`src/rtl/dcache_refill.sv`:
```
// D-cache miss refill engine: issues one 4-beat AXI-style read burst per miss,
// merges pending store bytes into the target word and writes the line to the data RAM.
module dcache_refill #(
   parameter int ADDR_W  = 32,
   parameter int INDEX_W = 3
) (
   input  logic               clk,
   input  logic               rst,
   input  logic               req_valid,
   output logic               req_ready,
   input  logic [ADDR_W-1:0]  req_addr,
   input  logic [INDEX_W-1:0] req_index,
   input  logic [3:0]         req_wstrb,
   input  logic [31:0]        req_wdata,
   output logic               ar_valid,
   input  logic               ar_ready,
   output logic [ADDR_W-1:0]  ar_addr,
   output logic [7:0]         ar_len,
   output logic [2:0]         ar_size,
   input  logic               r_valid,
   output logic               r_ready,
   input  logic [31:0]        r_data,
   input  logic               r_last,
   input  logic [1:0]         r_resp,
   output logic [15:0]        ram_we,
   output logic [INDEX_W-1:0] ram_w_index,
   output logic [127:0]       ram_data,
   output logic               done,
   output logic               err,
   output logic [31:0]        done_word
);

   typedef enum logic [2:0] {IDLE, AR, RD, FILL, DONE} state_t;

   state_t               state_q, state_d;
   logic [ADDR_W-1:0]    addr_q;
   logic [INDEX_W-1:0]   index_q;
   logic [3:0]           wstrb_q;
   logic [31:0]          wdata_q;
   logic                 err_q;
   logic [1:0]           cnt_q;
   logic [31:0]          line_q [4];
   logic                 beat;
   logic [31:0]          beat_word;

   assign ar_len  = 8'd3;
   assign ar_size = 3'd2;
   assign beat    = (state_q == RD) && r_valid;

   always_ff @(posedge clk or negedge rst) begin
      if (!rst) state_q <= IDLE;
      else      state_q <= state_d;
   end

   always_comb begin
      state_d     = state_q;
      req_ready   = 1'b0;
      ar_valid    = 1'b0;
      ar_addr     = '0;
      r_ready     = 1'b0;
      ram_we      = '0;
      ram_w_index = '0;
      ram_data    = '0;
      done        = 1'b0;
      err         = 1'b0;
      done_word   = '0;
      unique case (state_q)
         IDLE: begin
            req_ready = 1'b1;
            if (req_valid) state_d = AR;
         end
         AR: begin
            ar_valid = 1'b1;
            ar_addr  = {addr_q[ADDR_W-1:4], 4'b0000};
            if (ar_ready) state_d = RD;
         end
         RD: begin
            r_ready = 1'b1;
            if (r_valid && (cnt_q == 2'd3 || r_last)) state_d = FILL;
         end
         FILL: begin
            ram_we      = err_q ? 16'h0000 : 16'hFFFF;
            ram_w_index = index_q;
            ram_data    = {line_q[3], line_q[2], line_q[1], line_q[0]};
            state_d     = DONE;
         end
         DONE: begin
            done      = 1'b1;
            err       = err_q;
            done_word = line_q[addr_q[3:2]];
            state_d   = IDLE;
         end
         default: state_d = IDLE;
      endcase
   end

   // Store bytes override the fetched bytes only in the word the store targets.
   always_comb begin
      beat_word = r_data;
      for (int unsigned b = 0; b < 4; b++) begin
         if (cnt_q == addr_q[3:2] && wstrb_q[b]) beat_word[8*b +: 8] = wdata_q[8*b +: 8];
      end
   end

   always_ff @(posedge clk or negedge rst) begin
      if (!rst) begin
         addr_q  <= '0;
         index_q <= '0;
         wstrb_q <= '0;
         wdata_q <= '0;
         err_q   <= 1'b0;
         cnt_q   <= '0;
         for (int unsigned i = 0; i < 4; i++) line_q[i] <= '0;
      end else begin
         if (state_q == IDLE && req_valid) begin
            addr_q  <= req_addr;
            index_q <= req_index;
            wstrb_q <= req_wstrb;
            wdata_q <= req_wdata;
            err_q   <= 1'b0;
            cnt_q   <= '0;
         end
         if (beat) begin
            line_q[cnt_q] <= beat_word;
            cnt_q         <= cnt_q + 2'd1;
            // r_last must coincide exactly with the fourth beat; either mismatch is an error.
            if (r_resp != 2'b00 || ((cnt_q == 2'd3) != r_last)) err_q <= 1'b1;
            if (cnt_q != 2'd3 && r_last) begin
               for (int unsigned i = 0; i < 4; i++) begin
                  if (i > 32'(cnt_q)) line_q[i[1:0]] <= '0;
               end
            end
         end
      end
   end

endmodule

```
`config.mk`:
```
export PLATFORM = sky130hd
export DESIGN_NAME = dcache_refill
export DESIGN_NICKNAME = d
export VERILOG_FILES = /design/src/rtl/dcache_refill.sv
export SDC_FILE = /design/constraint.sdc
export NUM_CORES = 1
export LEC_CHECK = 0
export ABC_AREA = 1
export CORE_MARGIN = 5
export CORE_UTILIZATION = 30
export DETAILED_ROUTE_END_ITERATION = 8
export MAX_ROUTING_LAYER = met4
export PLACE_DENSITY = 0.67
export SETUP_SLACK_MARGIN = 0.15
export SLEW_MARGIN = 20
export SYNTH_ARGS = -nofsm -noshare
export SYNTH_HDL_FRONTEND = slang
export SYNTH_SLANG_ARGS = --single-unit
```
`constraint.sdc`:
```
create_clock -name clk -period 4.2 [get_ports clk]
set_clock_uncertainty 0.1 [all_clocks]
set_input_delay 0.63 -clock clk [delete_from_list [all_inputs] [get_ports clk]]
set_output_delay 0.63 -clock clk [all_outputs]
set_load 0.1 [all_outputs]
```
==> results.json, run 1 <==
{
  "yosys_warnings": 0,
  "clock_path_buffers": 3,
  "cts_resized": 0,
  "cp_slowest_stage_delay_ps": 750,
  "firstDrtPassIters": 5,
  "use_met2_pct": 31.7,
  "mostFrequentLayoutCells": "305 x nand2_1, 237 x inv_1, 228 x nor2_1, 215 x buf_4, 201 x dfrtp_1",
  "peakVddDrop_mv": 0.615,
  "maxSlewViolCount": 0,
  "antenna_left": 0,
  "viasPerCell": 4.78,
  "p_comb_share_pct": 54.7,
  "wl_um": 39700,
  "post_cts_buffers": 0,
  "rows": 69,
  "period_share_pct": 84.3,
  "p_int_mw": 5.59,
  "arrival_ps": 2810,
  "vias": 10853,
  "cts_sinks": 203,
  "worst_hold_path_type": "input port to async pin",
  "outcome": "finished, final reports clean",
  "dieArea_um2": 40200,
  "final_core_util_pct": 41.6,
  "yosysSeqAreaShare_pct": 46.7,
  "clockPowerShare_pct": 19.0,
  "grt_usage_pct": 19.5,
  "tightest_slew_ps": 1020,
  "seqPwrFrac_pct": 26.3,
  "ioPinCount": 338,
  "drc": 0,
  "synthCells": 1530,
  "synth-seq-cells": 203,
  "cts_tree": "yes",
  "cap_violations": 0,
  "yosysUniqueCellTypes": 26,
  "p_per_area_nw_per_um2": 819,
  "finalCriticalPeriod_ps": 3540,
  "drive_above_1_share_pct": 16.5,
  "htree_levels": 1,
  "grt_max_degree": 100,
  "critPathKind": "flop to primary output",
  "dpl.hpwl_um": 26500,
  "p_switching_mw": 6.56,
  "final_nets": 1906,
  "crit_slowest_cell": "nor2_1",
  "initial_utilization_pct": 30.5,
  "gr-total-overflow": 0,
  "avgSynthCellArea_um2": 7.11,
  "dieHeight_um": 200,
  "clkTransAtPathRegs_ps": 50,
  "syn2layout_area_growth_pct": 36.4,
  "top_usage_layer": "met2",
  "port_buffers": 320,
  "clk_latency_ps": 520,
  "drt_iter0_drc": 664,
  "met3_usage_pct": 4.31,
  "synth.cell_area_um2": 10900,
  "synth_top_cell_by_area": "dfrtp_1",
  "cp-start-kind": "flop",
  "swShare_pct": 54.0,
  "synth_top_area_share_pct": 46.7,
  "fmax_mhz": 283,
  "rsz0062_at_grt": "no",
  "dieWidth_um": 200,
  "grtUsageMet1_pct": 25.0,
  "cts_root_buf": "clkbuf_16",
  "cts_made_buffers": 26,
  "antenna_found_initial": 2,
  "grt_pass1_wl_um": 62100,
  "tns_ps": 0,
  "power_mw": 12.2,
  "setup_viol": 0,
  "wire_per_inst_um": 17.5,
  "synth_top_cells_by_area": "dfrtp_1 47%, nand2_1 11%, inv_1 8.2%",
  "p_leak_nw": 7.61,
  "relSlewSlack_pct": 31.7,
  "hold_viol_final": 0,
  "critPathRequiredTime_ps": 3470,
  "crit_fanout": 66,
  "grt_pass1_vias": 11035,
  "final_common_cell": "nand2_1",
  "crit_chain": "inv_2 > nor3_2 > inv_4 > nor2_1 > buf_4",
  "cts_hold_buf": 0,
  "coreArea_um2": 35700,
  "place.gp.congestion": 0.841,
  "cp-end-kind": "primary output"
}
==> cell families (layout without fill, tap and decap cells) <==
| group | Yosys count | after routing | synth area share (%) |
|---|---|---|---|
| buf+inv | 365 | 631 | 14.2 |
| compound gates | 232 | 232 | 10.7 |
| fa+ha+maj | 6 | 6 | 0.690 |
| other cells | 2 | 17 | 0.0690 |
| simple gates | 721 | 721 | 27.5 |
| xor+xnor | 1 | 1 | 0.149 |
| flops | 203 | 203 | 46.7 |
==> per-stage QoR <==
step	instance area (um^2)	instances	setup WS [ps]	hold slack [ps]
after detailed placement	13900	2222	1110	366
after global routing	14800	2272	359	128
final	14800	2272	660	64.6
after global placement	13900	2222	1160	362
after floorplan	10900	1543	-268	234
after CTS	14800	2270	544	89.0
==> synth_stat cells, drive strengths merged <==
cell / n
conb: 2
nor3: 3
clkbuf: 58
dfrtp: 203
nor2: 234
a21oi: 162
nand3: 139
nand4: 33
xnor2: 1
ha: 6
inv: 244
a31o: 1
nand2: 310
o21ai: 69
nand3b: 1
buf: 63
or2: 1
==> area by class of cell <==
cell class / instances / area, um^2
Antenna cell: 2 / 5.00
Clock buffer: 36 / 749
Clock inverter: 12 / 146
Fill cell: 3677 / 20800
Inverter: 244 / 918
Multi-Input combinational cell: 975 / 4370
Sequential cell: 203 / 5080
Tap cell: 461 / 577
Timing Repair Buffer: 339 / 3000
==> state kept, by name, summed over array words and instances (netlist names) <==
name     count
line_q     128
err_q        1
addr_q      30
wstrb_q      4
wdata_q     32
state_q      3
cnt_q        2
index_q      3
==> final timing paths <==
| check | startpoint | to | slack [ps] | cells after the start |
|---|---|---|---|---|
| hold / removal | rst | line_q[25] | 60 | 1 |
| setup / recovery | state_q[1] | ram_we[8] | 660 | 5 |
| max in group asynchronous | rst | addr_q[3] | 3080 | 2 |
| min in group clk | line_q[63] | line_q[63] | 380 | 2 |
| setup reg to reg | addr_q[2] | line_q[31] | 1480 | 7 |
| hold reg to reg | line_q[63] | line_q[63] | 380 | 2 |
==> critical path: cells and delay by family (launching register included) <==
kind,cells,cell delay (ps)
buffers and inverters,3,800
DFF,1,450
and+or+nand+nor,2,1010
==> per-layer routing <==
metal | vias to the layer above | routed length (um) | part of all wire, %
li1 | 5228 | - | -
met1 | 5103 | 17100 | 43
met2 | 455 | 18600 | 47
met3 | 67 | 3130 | 7.9
met4 | 0 | 811 | 2.0
met5 | - | 0 | 0
==> power by group through the flow <==
stage / logic [mW] / registers [mW] / clock network (mW)
4_1_cts: 6.69 / 3.19 / 2.37
6_report: 6.65 / 3.20 / 2.31
3_3_place_gp: 6.58 / 3.19 / 0
3_5_place_dp: 6.67 / 3.21 / 0
5_1_grt: 7.16 / 3.28 / 2.44
2_1_floorplan: 5.19 / 3.03 / 0
Note: power is estimated with default switching activity, not from simulation.
==> run 2: changes to the inputs <==
--- a/config.mk
+++ b/config.mk
@@ -10,7 +10,7 @@
 export CORE_UTILIZATION = 30
 export DETAILED_ROUTE_END_ITERATION = 8
 export MAX_ROUTING_LAYER = met4
-export PLACE_DENSITY = 0.67
+export PLACE_DENSITY = 0.69
 export SETUP_SLACK_MARGIN = 0.15
 export SLEW_MARGIN = 20
 export SYNTH_ARGS = -nofsm -noshare
==> constraint.sdc (replaced) <==
create_clock -name clk -period 3.2 [get_ports clk]
set_clock_uncertainty 0.1 [all_clocks]
set_input_delay 0.48 -clock clk [delete_from_list [all_inputs] [get_ports clk]]
set_output_delay 0.48 -clock clk [all_outputs]
set_load 0.1 [all_outputs]
==> results.json, run 2 (same netlist as run 1, synthesis figures left out) <==
{
  "antenna_found_initial": 1,
  "grt_pass1_vias": 11136,
  "swShare_pct": 51.8,
  "vias": 10997,
  "p_leak_nw": 8.09,
  "cts_tree": "yes",
  "clock_path_buffers": 3,
  "seqPwrFrac_pct": 24.4,
  "port_buffers": 320,
  "arrival_ps": 2390,
  "cap_violations": 0,
  "p_int_mw": 8.39,
  "drive_above_1_share_pct": 19.0,
  "fmax_mhz": 337,
  "cp-start-kind": "flop",
  "rows": 69,
  "clockPowerShare_pct": 17.2,
  "ioPinCount": 338,
  "cts_sinks": 203,
  "mostFrequentLayoutCells": "305 x nand2_1, 237 x inv_1, 225 x nor2_1, 200 x dfrtp_1, 150 x buf_12",
  "period_share_pct": 92.8,
  "gr-total-overflow": 0,
  "dieArea_um2": 40200,
  "dieHeight_um": 200,
  "dpl.hpwl_um": 28200,
  "largest_register_ffs": 128,
  "worst_hold_path_type": "flop to flop",
  "top_register": "line_q",
  "rsz0062_at_grt": "no",
  "critPathKind": "flop to primary output",
  "drc": 0,
  "grt_max_degree": 88,
  "relSlewSlack_pct": 34.5,
  "crit_slowest_cell": "inv_4",
  "critPathRequiredTime_ps": 2620,
  "p_comb_share_pct": 58.4,
  "antenna_left": 0,
  "tightest_slew_ps": 983,
  "dieWidth_um": 200,
  "finalCriticalPeriod_ps": 2970,
  "top_regs": "line_q (128), wdata_q (32), addr_q (30)",
  "wl_um": 40300,
  "p_switching_mw": 9.02,
  "coreArea_um2": 35700,
  "setup_ws_ps": 229,
  "tns_ps": 0,
  "dp_worst_setup_slack_ps": 553,
  "crit_fanout": 29,
  "outcome": "finished, final reports clean",
  "crit_chain": "inv_1 > nor3_4 > inv_4 > buf_4 > a21oi_4 > buf_12",
  "initial_utilization_pct": 30.5,
  "p_per_area_nw_per_um2": 1020,
  "final_common_cell": "nand2_1",
  "post_cts_buffers": 0,
  "cp_slowest_stage_delay_ps": 600,
  "viasPerCell": 4.83,
  "syn2layout_area_growth_pct": 56.1,
  "clk_latency_ps": 520,
  "maxSlewViolCount": 0,
  "peakVddDrop_mv": 0.913,
  "clkTransAtPathRegs_ps": 60,
  "firstDrtPassIters": 7,
  "crit_family": "buffers and inverters",
  "grt_pass1_wl_um": 63200,
  "hold_viol_final": 0,
  "drt_iter0_drc": 712,
  "final_nets": 1917,
  "r2r_setup_slack_ps": 560,
  "cts_root_buf": "clkbuf_16",
  "setup_viol": 0,
  "wire_per_inst_um": 17.7,
  "place.gp.congestion": 0.833,
  "cp_num_buf_inv": 4,
  "htree_levels": 1,
  "cts_made_buffers": 24,
  "cp-end-kind": "primary output",
  "grt_usage_pct": 19.9
}
[run 2: cell types whose count changed in the layout (fill, tap and decap cells not counted), moves of 2 or more]
cell	previous run	this run
nor2_1	228	225
a21oi_1	162	130
buf_12	14	150
clkbuf_16	27	25
clkdlybuf4s50_1	109	107
clkinvlp_4	3	1
clkbuf_8	4	6
a21oi_4	0	29
nor2_4	4	6
buf_4	215	93
a21oi_2	0	3
clkinv_2	5	2
[run 2: final timing paths]
path | from | end | cells past startpoint
max | state_q[2] | done_word[28] | 6
min | line_q[37] | line_q[37] | 2
min in group asynchronous | rst | line_q[25] | 2
max in group asynchronous | rst | wdata_q[7] | 3
min reg2reg | line_q[37] | line_q[37] | 2
max reg2reg | addr_q[3] | line_q[126] | 7
[run 2: layout make-up]
type	count	area [um^2]
flip-flops and latches	203	5090
multi-input cells	975	4730
well taps	461	577
fillers	3449	18700
diodes	1	2.50
repair buffers	352	4800
clock inverters	8	146
inverters	244	932
clock buffers	35	723
[run 2: metal layers]
layer | track usage, % | up-vias | wire [um]
li1 | - | 5244 | -
met1 | 25.8 | 5256 | 17200
met2 | 32.5 | 432 | 19400
met3 | 3.94 | 65 | 2840
met4 | 4.52 | 0 | 877
met5 | - | - | 0
[run 2: metrics by stage]
| stage | hold slack [ps] | instance area [um^2] | std cells | util (%) | power (mW) |
|---|---|---|---|---|---|
| after floorplan | 84.4 | 11300 | 1543 | - | 11.1 |
| after global placement | 364 | 16100 | 2234 | 45.1 | 14.3 |
| after detailed placement | 366 | 16100 | 2234 | 45.1 | 14.5 |
| after CTS | 382 | 17000 | 2278 | 47.6 | 17.5 |
| after global routing | 398 | 17000 | 2279 | 47.7 | 18.4 |
| final | 378 | 17000 | 2279 | 47.7 | 17.4 |
[run 2: power groups by stage]
stage	logic [mW]	clock network (mW)	registers (mW)
3_5_place_dp	10.2	0	4.27
3_3_place_gp	10.1	0	4.23
5_1_grt	10.8	3.16	4.36
4_1_cts	10.3	3.04	4.23
2_1_floorplan	7.09	0	3.98
6_report	10.2	2.99	4.25
[run 2: timing repair]
| item | in CTS | in global routing |
|---|---|---|
| gates resized for setup | 2 | 3 |
| hold buffers | 1 | 0 |
| endpoints found under the setup margin | 55 | 70 |
| hold endpoints to repair | 82 | 0 |
[run 2: tightest hold or removal path: stages (launching register included)]
cell     delay [ps]
dfrtp_1         340
nand2_1          60
nand2_1          50
==> RTL edit 1, RTL diff (config.mk and constraints of run 2) <==
Put a register stage on the output `err`, without a reset. The value now appears one clock later. The other outputs are not delayed to match.
--- a/src/rtl/dcache_refill.sv
+++ b/src/rtl/dcache_refill.sv
@@ -32,6 +32,8 @@
 
    typedef enum logic [2:0] {IDLE, AR, RD, FILL, DONE} state_t;
 
+   logic err_d;
+
    state_t               state_q, state_d;
    logic [ADDR_W-1:0]    addr_q;
    logic [INDEX_W-1:0]   index_q;
@@ -62,7 +64,7 @@
       ram_w_index = '0;
       ram_data    = '0;
       done        = 1'b0;
-      err         = 1'b0;
+      err_d       = 1'b0;
       done_word   = '0;
       unique case (state_q)
          IDLE: begin
@@ -86,7 +88,7 @@
          end
          DONE: begin
             done      = 1'b1;
-            err       = err_q;
+            err_d     = err_q;
             done_word = line_q[addr_q[3:2]];
             state_d   = IDLE;
          end
@@ -134,5 +136,9 @@
       end
    end
 
+   always_ff @(posedge clk) begin
+      err <= err_d;
+   end
+
 endmodule
 
Check against the original RTL: not equivalent (Yosys sat finds a counterexample within 10 cycles, from zero or initial values and one cycle with rst low).
==> RTL edit 1 against run 2 <==
Total power decreased by 1.8%. Final area decreased by 0.21%. Sequential power about the same. Combinational power about the same. Setup slack improved by 0.092 ns. Area after synthesis increased by 0.16%. Wire length increased by 1.1%. Via count increased by 0.41%. First-iteration DRC count decreased by 14%. Non-clock buffer count decreased by 4. Sequential cell count increased by 1. Maximum frequency increased by 3.2%. Die area increased by 0.15%. Critical endpoint is now ram_data[62].
==> RTL edit 1: results (changes against run 2) <==
drt:
  wl_met3_um: 3290  # +16%
  wirelength_um: 40800  # +1.1%
  drt_iter0_markers: 611  # -14%
  viasPerCell: 4.85  # +0.50%
  dr_wl_met2_um: 19200  # -1.0%
  wl_met1_um: 17200  # -0.24%
critical_path:
  startpoint: "state_q[1]"
  max_stage_delay_ns: 0.43  # -0.17 ns
  crit_fanout: 68  # +130%
  worst_path_max_delay_cell: "dfrtp_2"
status:
  status: "finished clean"
global_routing:
  use_met1: 0.252  # -0.00575
  track_usage: 0.200  # +0.00131
  antenna_found_initial: 2  # +1
  grt_pass1_vias: 11200  # +0.63%
  grt_pass1_wl_um: 63500  # +0.57%
  use_met2: 0.321  # -0.00389
  grt_max_degree: 80  # -9.1%
  use_met3: 0.0556  # +0.0162
clock_tree:
  cts_resized: 3  # +1
synth:
  yosys-top-cells-area: "dfrtp_1 (47%), nand2_1 (11%), inv_1 (8.2%), nor2_1 (7.9%), a21oi_1 (7.4%)"
  seq_area_frac_synth: 0.468  # +0.00109
  ys_async_sr_fraction: 0.995  # -0.00490
finish:
  stdcell_count: 2277  # -0.088%
  nets: 1914  # -0.16%
  drive_above_1_share: 0.186  # -0.00410
placed_design:
  dpl_cell_area_sq_mm: 0.0162  # +0.36%
  gp_congestion: 0.856  # +2.8%
  hpwlAfterDp_um: 28500  # +1.1%
  place_ws_ns: 0.575  # +0.0224 ns
pwr:
  ir_drop_mv: 0.875  # -4.1%
  p_leak_nw: 8.06  # -0.34%
worst_hold_path:
  worstHoldStart: "line_q[52]"
==> RTL edit 1: cell types whose count changed after synthesis <==
cell / change
buf_1: +1
buf_2: -2
clkbuf_1: +1
dfxtp_1: +1
==> RTL edit 1: kinds of logic after synthesis <==
logic type	count (synthesis)	share of synthesized area
compound gates	232	0.107
xor+xnor	1	0.00149
other cells	2	0.000689
fa+ha+maj	6	0.00689
buf+inv	365	0.141
flops	204	0.468
simple gates	721	0.275
==> RTL edit 1: path summary, 6_finish.rpt <==
kind / depth (start not counted) / to
max in group asynchronous: 3 / addr_q[16]
worst max-delay path: 6 / ram_data[62]
worst min-delay path: 2 / line_q[52]
worst min register to register: 2 / line_q[52]
min in group asynchronous: 2 / line_q[58]
worst max register to register: 7 / line_q[122]
==> RTL edit 1: area by class of cell <==
type	instances	area, sq um
well taps	461	577
flip-flops and latches	204	5110
clock buffers	38	744
diodes	2	5.00
fillers	3437	18800
inverters	244	932
multi-input cells	975	4720
clock inverters	5	28.8
repair buffers	348	4850
==> RTL edit 2, RTL diff (settings of run 2) <==
Made on the original files. Change the parameter `INDEX_W` from 3 to 4.
--- a/src/rtl/dcache_refill.sv
+++ b/src/rtl/dcache_refill.sv
@@ -2,7 +2,7 @@
 // merges pending store bytes into the target word and writes the line to the data RAM.
 module dcache_refill #(
    parameter int ADDR_W  = 32,
-   parameter int INDEX_W = 3
+   parameter int INDEX_W = 4
 ) (
    input  logic               clk,
    input  logic               rst,
Interface: changed (resized ram_w_index and req_index); port bits go from 338 to 340. No check against the original RTL was run, so the function may have changed too.
==> RTL edit 2 against run 2 <==
The run now ends with negative hold slack left. Register-to-register slack improved by 0.10 ns. Hold slack worse by 0.42 ns. Setup slack better by 0.035 ns. Wire length fell by 2.4%. Sequential cell count grew 1. Total power decreased by 0.19%. Final area grew 0.51%. Area after synthesis rose by 0.53%.
==> RTL edit 2: results (changes against run 2) <==
status:
  status: "finished with violations"
  violations: "negative hold slack"
pwr:
  p_leak_nw: 8.11  # +0.31%
  p_switching_w: 0.00907  # +0.48%
  ir_drop_mv: 0.829  # -9.2%
placed_design:
  gp_congestion: 0.833  # about the same
  io_buffers: 322  # +0.63%
  dpl_cell_area_sq_mm: 0.0162  # +0.54%
  dp.cells: 2246  # +0.54%
  hpwlAfterDp_um: 28200  # about the same
  place_ws_ns: 0.483  # -0.0696 ns
worst_hold_path:
  worstHoldPathType: "input port to asynchronous set/reset pin"
critical_path:
  r2r_end: "line_q[35]"
  cp-endpoint: "done_word[0]"
  max_stage_delay_ns: 0.74  # +0.14 ns
  rrSetupSlack_ns: 0.66  # +0.10 ns
  crit_arrival_ns: 2.36  # -0.03 ns
  crit_fanout: 33  # +14%
synth:
  synthAdderAreaFrac: 0.00686  # -0.0000363
  seq_area_frac_synth: 0.466  # about the same
  synthXorXnorAreaFrac: 0.00149  # -0.00000786
  synth_compound_area_frac: 0.107  # about the same
  yosys-top-cells-area: "dfrtp_1 (47%), nand2_1 (11%), inv_1 (8.3%), nor2_1 (7.9%), a21oi_1 (7.5%)"
  syn_avg_cell_area_sq_um: 7.13  # +0.20%
finish:
  drive_above_1_share: 0.189  # -0.000729
  diodes: 0  # -1
  stdcell_count: 2292  # +0.57%
global_routing:
  use_met3: 0.0414  # +0.00194
  grt_pass1_wl_um: 62500  # -1.2%
  antenna_found_initial: 0  # -1
  use_met1: 0.244  # -0.0143
  track_usage: 0.194  # -0.00476
timing:
  hold_ws_ns: -0.0381  # -0.416 ns
  slew_headroom: 0.296  # -0.0489
  hold_viol_final: 29  # +29
drt:
  wirelength_um: 39400  # -2.4%
  drt_iter0_markers: 748  # +5.1%
  wl_met3_um: 2730  # -3.9%
  wl_met1_um: 16600  # -3.7%
  viasPerCell: 4.84  # +0.20%
  dr.pass1.iters: 5  # -2
clock_tree:
  cts_resized: 3  # +1
  cts_made_buffers: 25  # +4.2%
-- RTL edit 2: power by group through the flow --
stage	combinational, W	sequential, W	clock (W)
6_report	0.0102	0.00424	0.00290
5_1_grt	0.0109	0.00435	0.00308
4_1_cts	0.0102	0.00427	0.00298
3_5_place_dp	0.0102	0.00430	0
3_3_place_gp	0.0100	0.00426	0
2_1_floorplan	0.00716	0.00400	0
-- RTL edit 2: how the worst min path moves through the flow --
stage | to | start
floorplan | addr_q[10] | rst
CTS | addr_q[21] | rst
global placement | line_q[81] | line_q[81]
detailed placement | line_q[55] | line_q[55]
finish | addr_q[21] | rst
global route | addr_q[21] | rst
-- RTL edit 2: area by class of cell --
| type | count | area [sq um] |
|---|---|---|
| fill | 3421 | 19300 |
| sequential | 204 | 5110 |
| timing repair buffer | 353 | 4860 |
| multi-input combinational | 978 | 4760 |
| inverter | 245 | 930 |
| clock buffer | 34 | 709 |
| tap | 468 | 586 |
| clock inverter | 10 | 128 |
